--- config.mk ---
export PLATFORM = sky130hd
export DESIGN_NAME = pcs_dec_lite
export DESIGN_NICKNAME = d
export VERILOG_FILES = /design/src/rtl/pcs_pkg.sv /design/src/rtl/pcs_dec_blk_type.sv /design/src/rtl/pcs_dec_lite.sv
export SDC_FILE = /design/constraint.sdc
export NUM_CORES = 1
export LEC_CHECK = 0
export CAP_MARGIN = 30
export CORE_MARGIN = 3
export CORE_UTILIZATION = 47
export DETAILED_ROUTE_END_ITERATION = 16
export PLACE_DENSITY_LB_ADDON = 0.05
export SETUP_SLACK_MARGIN = 0.3
export SYNTH_ARGS = -nofsm -noshare
export SYNTH_HDL_FRONTEND = slang
export SYNTH_SLANG_ARGS = --single-unit
--- constraint.sdc ---
create_clock -name clk -period 2.5 [get_ports clk]
set_clock_uncertainty 0.2 [all_clocks]
set_input_delay 0.5 -clock clk [delete_from_list [all_inputs] [get_ports clk]]
set_output_delay 0.5 -clock clk [all_outputs]
set_load 0.005 [all_outputs]
--- src/rtl/pcs_pkg.sv ---
// Shared constants and types for the lite 10GBASE-R PCS encoder/decoder pair.
package pcs_pkg;

  localparam logic [1:0] SYNC_DATA = 2'b01;
  localparam logic [1:0] SYNC_CTRL = 2'b10;

  localparam logic [7:0] BLOCK_TYPE_IDLE   = 8'h1e;
  localparam logic [7:0] BLOCK_TYPE_START0 = 8'h78;
  localparam logic [7:0] BLOCK_TYPE_START4 = 8'h33;
  localparam logic [7:0] BLOCK_TYPE_TERM0  = 8'h87;
  localparam logic [7:0] BLOCK_TYPE_TERM1  = 8'h99;
  localparam logic [7:0] BLOCK_TYPE_TERM2  = 8'haa;
  localparam logic [7:0] BLOCK_TYPE_TERM3  = 8'hb4;
  localparam logic [7:0] BLOCK_TYPE_TERM4  = 8'hcc;
  localparam logic [7:0] BLOCK_TYPE_TERM5  = 8'hd2;
  localparam logic [7:0] BLOCK_TYPE_TERM6  = 8'he1;
  localparam logic [7:0] BLOCK_TYPE_TERM7  = 8'hff;

  localparam logic [6:0] CTRL_IDLE = 7'h07;

  localparam logic [7:0] XGMII_START = 8'hfb;
  localparam logic [7:0] XGMII_TERM  = 8'hfd;
  localparam logic [7:0] XGMII_ERR   = 8'hfe;
  localparam logic [7:0] XGMII_IDLE  = 8'h07;

  typedef enum logic [3:0] {
    RX_INIT = 4'b0001,
    RX_C    = 4'b0010,
    RX_D    = 4'b0100,
    RX_E    = 4'b1000
  } rx_state_e;

  typedef struct packed {
    logic       data;
    logic       idle;
    logic [1:0] start;
    logic       term;
    logic [2:0] term_k;
    logic       invalid;
  } blk_class_t;

  // {hit, k}: k is the number of data bytes carried by a terminate block
  function automatic logic [3:0] term_lookup(input logic [7:0] t);
    case (t)
      BLOCK_TYPE_TERM0: return 4'b1_000;
      BLOCK_TYPE_TERM1: return 4'b1_001;
      BLOCK_TYPE_TERM2: return 4'b1_010;
      BLOCK_TYPE_TERM3: return 4'b1_011;
      BLOCK_TYPE_TERM4: return 4'b1_100;
      BLOCK_TYPE_TERM5: return 4'b1_101;
      BLOCK_TYPE_TERM6: return 4'b1_110;
      BLOCK_TYPE_TERM7: return 4'b1_111;
      default:          return 4'b0_000;
    endcase
  endfunction

endpackage

--- src/rtl/pcs_dec_blk_type.sv ---
// Combinational block classifier: sync header + payload -> block class.
module pcs_dec_blk_type import pcs_pkg::*; #(
  parameter int DATA_W       = 64,
  parameter int BLOCK_TYPE_W = 8
) (
  input  logic [1:0]        sync_head,
  input  logic [DATA_W-1:0] data,
  output blk_class_t        cls
);

  logic [7:0] c_idle;
  logic       term_hit;
  logic [2:0] term_k;

  // eight 7-bit control codes follow the type byte
  for (genvar i = 0; i < 8; i++) begin : g_c
    assign c_idle[i] = (data[BLOCK_TYPE_W + 7*i +: 7] == CTRL_IDLE);
  end

  assign {term_hit, term_k} = term_lookup(data[BLOCK_TYPE_W-1:0]);

  always_comb begin
    cls = '0;
    case (sync_head)
      SYNC_DATA: cls.data = 1'b1;
      SYNC_CTRL: begin
        case (data[BLOCK_TYPE_W-1:0])
          BLOCK_TYPE_IDLE: begin
            cls.idle    = &c_idle;
            cls.invalid = ~&c_idle;
          end
          BLOCK_TYPE_START0: cls.start = 2'b01;
          BLOCK_TYPE_START4: cls.start = 2'b10;
          default: begin
            cls.term    = term_hit;
            cls.term_k  = term_k;
            cls.invalid = ~term_hit;
          end
        endcase
      end
      default: cls.invalid = 1'b1;
    endcase
  end

endmodule

--- src/rtl/pcs_dec_lite.sv ---
// 10GBASE-R lite receive decoder: block classify, rx FSM, lane mux, error count.
module pcs_dec_lite import pcs_pkg::*; #(
  parameter int DATA_W       = 64,
  parameter int KEEP_W       = DATA_W/8,
  parameter int BLOCK_TYPE_W = 8,
  parameter int ERR_CNT_W    = 8
) (
  input  logic                 clk,
  input  logic                 nreset,
  input  logic                 head_v_i,
  input  logic [1:0]           sync_head_i,
  input  logic [DATA_W-1:0]    data_i,
  output logic                 valid_o,
  output logic                 ctrl_v_o,
  output logic                 idle_v_o,
  output logic [1:0]           start_o,
  output logic                 term_o,
  output logic                 err_o,
  output logic [DATA_W-1:0]    data_o,
  output logic [KEEP_W-1:0]    keep_o,
  output logic [ERR_CNT_W-1:0] err_cnt_o
);

  blk_class_t cls;
  rx_state_e  state, state_nx;
  logic       err_blk;

  logic [DATA_W-1:0]      shifted;
  logic [KEEP_W-1:0][7:0] term_dat;
  logic [KEEP_W-1:0]      term_keep;
  logic [DATA_W-1:0]      dat_nx;
  logic [KEEP_W-1:0]      keep_nx;
  logic                   idle_nx, term_nx;
  logic [1:0]             start_nx;

  pcs_dec_blk_type #(.DATA_W(DATA_W), .BLOCK_TYPE_W(BLOCK_TYPE_W)) u_blk_type (
    .sync_head (sync_head_i),
    .data      (data_i),
    .cls       (cls)
  );

  // INIT, C and E share the same exits; only D accepts data/terminate
  always_comb begin
    state_nx = state;
    if (cls.invalid) state_nx = RX_E;
    else begin
      case (state)
        RX_INIT, RX_C, RX_E:
          if (|cls.start)   state_nx = RX_D;
          else if (cls.idle) state_nx = RX_C;
          else               state_nx = RX_E;
        RX_D:
          if (cls.data)      state_nx = RX_D;
          else if (cls.term) state_nx = RX_C;
          else               state_nx = RX_E;
        default:             state_nx = RX_E;
      endcase
    end
  end

  assign err_blk = (state_nx == RX_E);

  // terminate: payload bytes drop the type byte, then /T/, then idles
  assign shifted = {8'h00, data_i[DATA_W-1:8]};
  for (genvar i = 0; i < KEEP_W; i++) begin : g_lane
    assign term_dat[i]  = (3'(i) < cls.term_k)  ? shifted[8*i +: 8] :
                          (3'(i) == cls.term_k) ? XGMII_TERM : XGMII_IDLE;
    assign term_keep[i] = (3'(i) < cls.term_k);
  end

  always_comb begin
    dat_nx   = data_i;
    keep_nx  = '1;
    idle_nx  = 1'b0;
    start_nx = 2'b00;
    term_nx  = 1'b0;
    if (err_blk) begin
      dat_nx  = {KEEP_W{XGMII_ERR}};
      keep_nx = '0;
    end else if (cls.idle) begin
      dat_nx  = {KEEP_W{XGMII_IDLE}};
      keep_nx = '0;
      idle_nx = 1'b1;
    end else if (cls.start[0]) begin
      dat_nx   = {data_i[DATA_W-1:8], XGMII_START};
      start_nx = 2'b01;
    end else if (cls.start[1]) begin
      dat_nx   = {data_i[DATA_W-1:40], XGMII_START, {(KEEP_W/2){XGMII_IDLE}}};
      keep_nx  = {{(KEEP_W/2){1'b1}}, {(KEEP_W/2){1'b0}}};
      start_nx = 2'b10;
    end else if (cls.term) begin
      dat_nx  = term_dat;
      keep_nx = term_keep;
      term_nx = 1'b1;
    end
  end

  always_ff @(posedge clk or negedge nreset) begin
    if (!nreset) begin
      state     <= RX_INIT;
      valid_o   <= 1'b0;
      ctrl_v_o  <= 1'b0;
      idle_v_o  <= 1'b0;
      start_o   <= 2'b00;
      term_o    <= 1'b0;
      err_o     <= 1'b0;
      data_o    <= '0;
      keep_o    <= '0;
      err_cnt_o <= '0;
    end else begin
      valid_o <= head_v_i;
      if (head_v_i) begin
        state    <= state_nx;
        ctrl_v_o <= (sync_head_i == SYNC_CTRL);
        idle_v_o <= idle_nx;
        start_o  <= start_nx;
        term_o   <= term_nx;
        err_o    <= err_blk;
        data_o   <= dat_nx;
        keep_o   <= keep_nx;
        if (err_blk && (err_cnt_o != '1)) err_cnt_o <= err_cnt_o + ERR_CNT_W'(1);
      end
    end
  end

endmodule

==> flow_summary.toml <==
[die]
fp-row-count = 37
dieArea_um2 = 12060
start_util = 0.4864
core_area_um2 = 10420
die_w_um = 109.8
die_height_um = 109.8
ios = 156

[synthesis]
async_flop_share = 1.000
synth_edf_count = 0
ys.flop_type = "dfrtp_1"
synth_cells = 542
yosysSeqAreaShare = 0.4497
ys_seq_elements = 91
synth_cell_types = 71
syn_nets = 612
netlist_area_um2 = 5066
syn_area_per_cell_um2 = 9.347
ys_warn_count = 0

[global_route]
track_usage = 0.4089
grt_remaining_overflow = 0
grt_pass1_wl_mm = 37.16
grt_max_degree = 49
antenna_found_initial = 0
grt_pass1_vias = 6652

[worst_setup_path]
end_kind = "register"
reg2reg_to = "err_cnt_o[7]"
start_kind = "input pin"
critical_path.endpoint = "data_o[40]"
r2r_start = "state[0]"
r2r_slack_ns = -0.13
cp_max_fo = 7
arrival_ns = 3.03
reg2regPathDepth = 10
worst_ep_required_time_ns = 2.63
worstSetupPathType = "in2reg"
crit_start = "data_i[13]"

[clocking]
root_buffer = "clkbuf_8"
cts_tree = "done"
cts_buffers = 9
clkLatencyLatePin_ns = 0.39
cts_buffer_depth = 2
cts.htree.levels = 3
cts.sinks = 91
cts.clk_slew.worst_paths_ns = 0.10

[timing]
slew_violations = 0
setup_tns_ns = -21.41
finalHoldViolations = 0
layout_setup_ws_ns = -0.4007
whs_ns = 0.2471
rsz0062_at_grt = "yes"
post-route-period-util = 1.160
worstMarginPinSlew_ns = 0.6933
timing.final.crit_period_ns = 2.901
setup_violations = 88
maxClockFrequency_mhz = 344.7
relSlewSlack = 0.5329

[final_layout]
instances_no_fill = 1013
insertedDiodeCount = 0
fillers = 455
drive_gt1_frac = 0.4242
nets = 942
post-route-cell-area_um2 = 9341
synthToLayoutAreaGrowth_pct = 84.39

[flow_run]
cap_violations = 0

[placement]
numPortBuffers = 155
place.gp.congestion = 0.9110
dpl.cell_count = 964
dpl.hpwl_mm = 15.49
place_area_um2 = 8075

[power_and_ir_drop]
p_leak_nw = 3.862
p_per_area_nw_per_um2 = 462.7
vdd_ir_drop_max_mv = 0.4328
finalPower_mw = 4.322

[detailed_routing]
drt_iter0_markers = 736
detail_route.first_pass.iterations = 6
viasPerCell = 6.733
drtAntennaViolNets = 0
wl_per_cell_um = 25.89
num_vias = 6821
route.detailed.drc = 0
wl_mm = 26.23

[outcome]
violations = "setup timing"
status = "finished with violations"

[hold_path]
min_path_type = "in2reg"
## cells in the final DEF (no fill, tap or decap), types with 5 or more instances in the layout
master and count:
buf_4 154, dfrtp_1 90, clkdlybuf4s50_1 87, nor2_1 80, dlygate4sd2_1 34, nand2_1 32, buf_6 29, o21ai_0 16
nand4_1 15, a21oi_2 15, o22ai_2 15, buf_2 15, buf_12 14, clkdlybuf4s15_1 11, o21ai_2 10, o221ai_1 10
o22ai_1 10, o21ai_1 9, a21oi_1 9, clkbuf_8 9, nor4bb_1 8, a31oi_1 7, inv_1 6, nand3_1 6
nor2_2 6, o2bb2ai_1 6, o21bai_1 6, o2bb2ai_2 6, o32ai_2 6, xor2_1 5, nor4bb_4 5, a22o_1 5
a2bb2oi_1 5, nor2_4 5, buf_16 5
## worst min path at each step
stage | slack [ns] | from | end | cells past startpoint
floorplan | 0.004 | nreset | ctrl_v_o | 0
global placement | 0.21 | nreset | data_o[4] | 1
detailed placement | 0.21 | nreset | data_o[4] | 1
CTS | 0.25 | data_i[35] | data_o[35] | 4
global route | 0.27 | data_i[37] | data_o[37] | 4
finish | 0.25 | data_i[37] | data_o[37] | 4
## cell type report
type / instances / area [µm²] / share of cell area
Tap cell: 136 / 170.2 / 0.01822
Multi-Input combinational cell: 408 / 3385 / 0.3623
Inverter: 7 / 26.28 / 0.002813
Timing Repair Buffer: 355 / 3312 / 0.3545
Sequential cell: 91 / 2278 / 0.2439
Clock buffer: 11 / 131.4 / 0.01406
Clock inverter: 5 / 38.79 / 0.004152
## timing repair
item | CTS | global route
resized for setup | 266 | 46
cloned | 5 | 0
setup endpoints to repair | 88 | 88
hold buffers | 1 | 0
setup buffers | 23 | 4
pin swaps | 54 | 16
endpoints found under the hold margin | 20 | 0
## power by group
| part | leakage (nW) | switching, mW | total (mW) | internal [mW] |
|---|---|---|---|---|
| sequential | 0.976 | 0.156 | 1.79 | 1.63 |
| combinational | 2.81 | 0.702 | 1.56 | 0.859 |
| clock | 0.0722 | 0.606 | 0.972 | 0.366 |
| total | 3.86 | 1.46 | 4.32 | 2.86 |
## synthesized netlist by cell type, drive strengths merged, types with 5 or more instances
cell / instances / area (µm²)
or2: 5 / 33.78
a22o: 5 / 43.79
o221ai: 12 / 111.4
dfrtp: 90 / 2252
a21oi: 28 / 151.4
inv: 6 / 22.52
o22ai: 27 / 168.9
nand4: 15 / 93.84
nand2: 37 / 138.9
o2bb2ai: 12 / 105.1
a2bb2oi: 5 / 43.79
o21bai: 6 / 45.04
o32ai: 10 / 106.4
a31oi: 10 / 62.56
mux2: 5 / 56.30
nand3: 8 / 40.04
nor4b: 5 / 43.79
xor2: 5 / 43.79
clkbuf: 15 / 56.30
buf: 21 / 132.6
nor2: 91 / 341.6
and2: 5 / 31.28
o21ai: 37 / 185.2
nor4bb: 16 / 160.2
nor4: 5 / 37.53
## critical path: stages
cell and delay, ns:
clkdlybuf4s15_1 0.27, nor4b_4 0.27, nand4_1 0.16, or4_4 0.54
or2_4 0.27, a22oi_4 0.20, and2_4 0.19, buf_6 0.13
buf_6 0.12, buf_12 0.10, buf_16 0.12, a22o_1 0.14
## flip-flops by register name, summed over array words and instances (netlist names)
signal	flops
ctrl_v_o	1
data_o	64
err_cnt_o	8
err_o	1
idle_v_o	1
keep_o	8
start_o	2
state	4
term_o	1
valid_o	1
## per-layer routing
metal | up-vias | GRT usage | share of wire
met5 | - | 0 | 0
met4 | 0 | 0.2012 | 0.069
met3 | 174 | 0.09571 | 0.11
met2 | 625 | 0.6620 | 0.46
met1 | 3302 | 0.5114 | 0.36
li1 | 2720 | - | -
## cell families after synthesis
group,share of synthesized area
buf+inv,0.04248
xor+xnor,0.01037
compound gates,0.2509
mux,0.01309
fa+ha+maj,0.002469
flops,0.4497
simple gates,0.2309
## metrics by stage
stage                     utilization  worst slack, ns
after floorplan                     -          -0.1902
after global routing           0.8968          -0.4550
after global placement         0.7753          -0.9467
final                          0.8968          -0.4007
after detailed placement       0.7753          -0.9846
after CTS                      0.8742          -0.2863
Power figures use the tool's default switching activity.
==> edit 1, RTL diff (same flow settings) <==
The 4 states of `rx_state_e` get a binary encoding in 2 bits.
--- a/src/rtl/pcs_pkg.sv
+++ b/src/rtl/pcs_pkg.sv
@@ -23,11 +23,11 @@
   localparam logic [7:0] XGMII_ERR   = 8'hfe;
   localparam logic [7:0] XGMII_IDLE  = 8'h07;
 
-  typedef enum logic [3:0] {
-    RX_INIT = 4'b0001,
-    RX_C    = 4'b0010,
-    RX_D    = 4'b0100,
-    RX_E    = 4'b1000
+  typedef enum logic [1:0] {
+    RX_INIT = 2'd0,
+    RX_C    = 2'd1,
+    RX_D    = 2'd2,
+    RX_E    = 2'd3
   } rx_state_e;
 
   typedef struct packed {
Check against the original RTL: same outputs for any inputs over 4 cycles, from zero or initial values and one cycle with nreset low; so few cycles prove little.
==> edit 1 against the unedited design <==
The flow still finishes with violations (negative setup slack); final area barely moved; clock power rose by 16%; routed wire length rose by 1.1%; count of clock-buffer cells in the layout did not move; final cell count rose by 1.3%; total power fell by 7.8%; area after synthesis rose by 0.25%; setup slack improved by 120 ps; core utilization rose by 0.084 points; sequential cell count fell by 2; highest routed layer unchanged.
==> edit 1: results (changes against the unedited design) <==
Setup path
  – FF-to-FF End: err_cnt_o[6]$_DFFE_PN0P_
  – Setup crit end: data_o[9]$_DFFE_PN0P_
  – Reg2reg start: state[0]$_DFFE_PN0P_
  – CP arrival: 2900 ps (-130 ps)
  – CP Max Fanout: 5 (-2)
  – Worst setup path start: data_i[25]

STA
  – Worst setup margin: -277 ps (+124 ps)
  – Setup TNS: -7740 ps (+13670 ps)
  – Final setup vio count: 66 (-25%)

Synth
  – Post-synthesis sequential area ratio: 43.9% (-1.1 points)
  – Yosys cell types: 72 (+1.4%)
  – Post-Synth XOR/XNOR Area: 1.03% (-0.0026 points)
  – Multiplexer share of the synthesized area: 0.887% (-0.42 points)
  – Synth cell count leaders: dfrtp_1, nand2_1, nor2_1
  – Area share of fa/ha/maj cells after synthesis: 0.246% (-0.00061 points)
  – Largest cells by area after synthesis: dfrtp_1, a21oi_1, nand2_1, nor2_1, o21ai_0
  – Compound-Gate Fraction of Synth Area: 28.8% (+3.7 points)

Final layout
  – Clock-cell share: 2.26% (+0.44 points)
  – FF/Latch Area: 2230 µm² (-2.3%)
  – NumNets Final: 955 (+1.4%)
  – Non-clk invs: 12 (+5)
  – Share of cells above drive strength 1: 44.5% (+2.1 points)
  – Buffering overhead: 33.9% (-1.5 points)
  – Nonclk buf count: 361 (+1.7%)
  – Fillers: 439 (-3.5%)
  – Comb_multi_in: 412 (+0.98%)
  – P&R area growth vs syn: 84.1%

Placement
  – Gpl congestion: 1.02 (+12%)
  – Post-DP HPWL: 17000 µm (+9.6%)

Pwr
  – Comb power frac: 29.2% (-6.9 points)
  – Flop pwr share: 42.4% (+1.0 points)

Detailed routing
  – Metal3 WL: 3040 µm (+6.8%)
  – Metal-1 WL: 9410 µm (-0.28%)
  – Final WL: 26500 µm (+1.1%)

Worst hold path
  – WHS Path Cells: 1 (-3)
  – Worst hold endpoint: err_o$_DFFE_PN0P_
  – Worst Hold Class: reg -> reg
  – Hold_sp: err_o$_DFFE_PN0P_

Clock network
  – Clk sink count: 89 (-2.2%)

Outcome
  – Outcome: finished with violations
  – Failing checks: negative setup slack

Global routing
  – Met1 usage: 50.0% (-1.1 points)
  – Global-route wire length before repair: 36000 µm (-3.1%)
  – Number of global-route vias before repair: 6541 (-1.7%)
  – Total GRT Usage: 40.0% (-0.91 points)
  – Largest net degree at the start of global routing: 45 (-8.2%)
edit 1: cell types whose count changed after synthesis, sizes merged, moves of 7 or more:
cell    unedited run  this run
nor4bb            16         7
buf               21        12
nand2             37        53
o31ai              1         9
a21oi             28        50
o21a               0         9
o32ai             10         3
nor2              91        49
o22ai             27         4
and4bb             2        11
edit 1: metrics by stage:
stage | worst slack, ps | total power [µW] | utilization (%) | cells | hold WS (ps)
6_report | -277 | 3990 | 89.8 | 1026 | 286
5_1_grt | -327 | 4120 | 89.8 | 1026 | 294
4_1_cts | -142 | 3830 | 85.6 | 1012 | 254
3_5_place_dp | -957 | 2680 | 78.1 | 970 | 222
3_3_place_gp | -928 | 2650 | 78.1 | 970 | 217
2_1_floorplan | -38.5 | 2000 | - | 542 | 4.41
edit 1: repair_timing:
action | CTS | global route
hold buffers | 1 | 0
hold endpoints to repair | 23 | 0
gates cloned | 1 | 0
setup buffers | 24 | 14
pin swaps | 54 | 39
endpoints found under the setup margin | 85 | 83
gates resized for setup | 250 | 94
==> edit 2, RTL diff (config.mk and constraints unchanged) <==
Made on the original files. Change the parameter `ERR_CNT_W` from 8 to 10.
--- a/src/rtl/pcs_dec_lite.sv
+++ b/src/rtl/pcs_dec_lite.sv
@@ -3,7 +3,7 @@
   parameter int DATA_W       = 64,
   parameter int KEEP_W       = DATA_W/8,
   parameter int BLOCK_TYPE_W = 8,
-  parameter int ERR_CNT_W    = 8
+  parameter int ERR_CNT_W    = 10
 ) (
   input  logic                 clk,
   input  logic                 nreset,
Interface: changed (resized err_cnt_o); port bits go from 156 to 158. No check against the original RTL was run, so the function may have changed too.
==> edit 2 against the unedited design <==
Area after synthesis increased by 10%; the run now fails in global routing (5_1_grt).
==> edit 2: results (changes against the unedited design) <==
Synth
  – Largest cells by area after synthesis: dfrtp_1, nor2_1, nand2_1, o21ai_0, o221ai_1
  – Yosys cell types: 83 (+17%)
  – Main synth FF type: dfrtp_1
  – Synth cell count leaders: dfrtp_1, nor2_1, nand2_1
  – YS warnings: 0 (unchanged)
  – Post-synthesis net count: 657 (+7.4%)
  – Post-synth ARST share: 100% (unchanged)
  – Post-synthesis sequential area ratio: 41.6% (-3.3 points)

Placement
  – # port buffers: 157 (+1.3%)
  – Gpl congestion: 1.01 (+11%)
  – Post-DP HPWL: 19200 µm (+24%)

Clock network
  – Cts bufs inserted: 9 (unchanged)
  – Clk sink count: 93 (+2.2%)
  – Max H-tree Level: 3 (unchanged)
  – CTS root buffer: clkbuf_16
  – Clk buf depth: 2 (unchanged)

Global routing
  – GRT Residual Overflow: 39
  – Total GRT Usage: 75.0%
  – Largest net degree at the start of global routing: 42

STA
  – Grt repair worst endpoint: err_cnt_o[1]$_DFFE_PN0P_/D
  – Worst EP Category: sequential cell input

Outcome
  – Outcome: aborted with a tool error
  – Tool Error: [ERROR GRT-0232] Routing congestion too high. Check the congestion heatmap in the GUI.
  – Fail Step: global routing (5_1_grt)
[edit 2: per-stage QoR]
step | hold WS [ps] | cell area [µm²] | instances | utilization [%] | worst slack (ps)
CTS | 294 | 10300 | 1110 | 89.5 | -137
floorplan | 4.41 | 5820 | 587 | - | -182
global placement | 266 | 8790 | 1039 | 76.3 | -1180
detailed placement | 272 | 8790 | 1039 | 76.3 | -1170
[edit 2: layer usage]
layer	track usage [%]	overflow
met1	74.7	0
met3	63.4	0
met2	90.8	20
met4	72.6	19
met5	21.1	0
[edit 2: timing repair]
action,in CTS
hold buffers,1
cloned,4
buffers inserted,50
gates resized for setup,303
endpoints found under the setup margin,90
pin swaps,101
hold endpoints to repair,28
[edit 2: cells by family after synthesis]
| logic type | after synthesis | synth area share (%) |
|---|---|---|
| AO/OA/AOI/OAI | 182 | 25.8 |
| flip-flops | 93 | 41.6 |
| AND/OR/NAND/NOR | 239 | 25.1 |
| XOR/XNOR | 5 | 0.783 |
| adder cells (fa/ha/maj) | 1 | 0.224 |
| multiplexers | 6 | 1.34 |
| buffers and inverters | 61 | 5.06 |
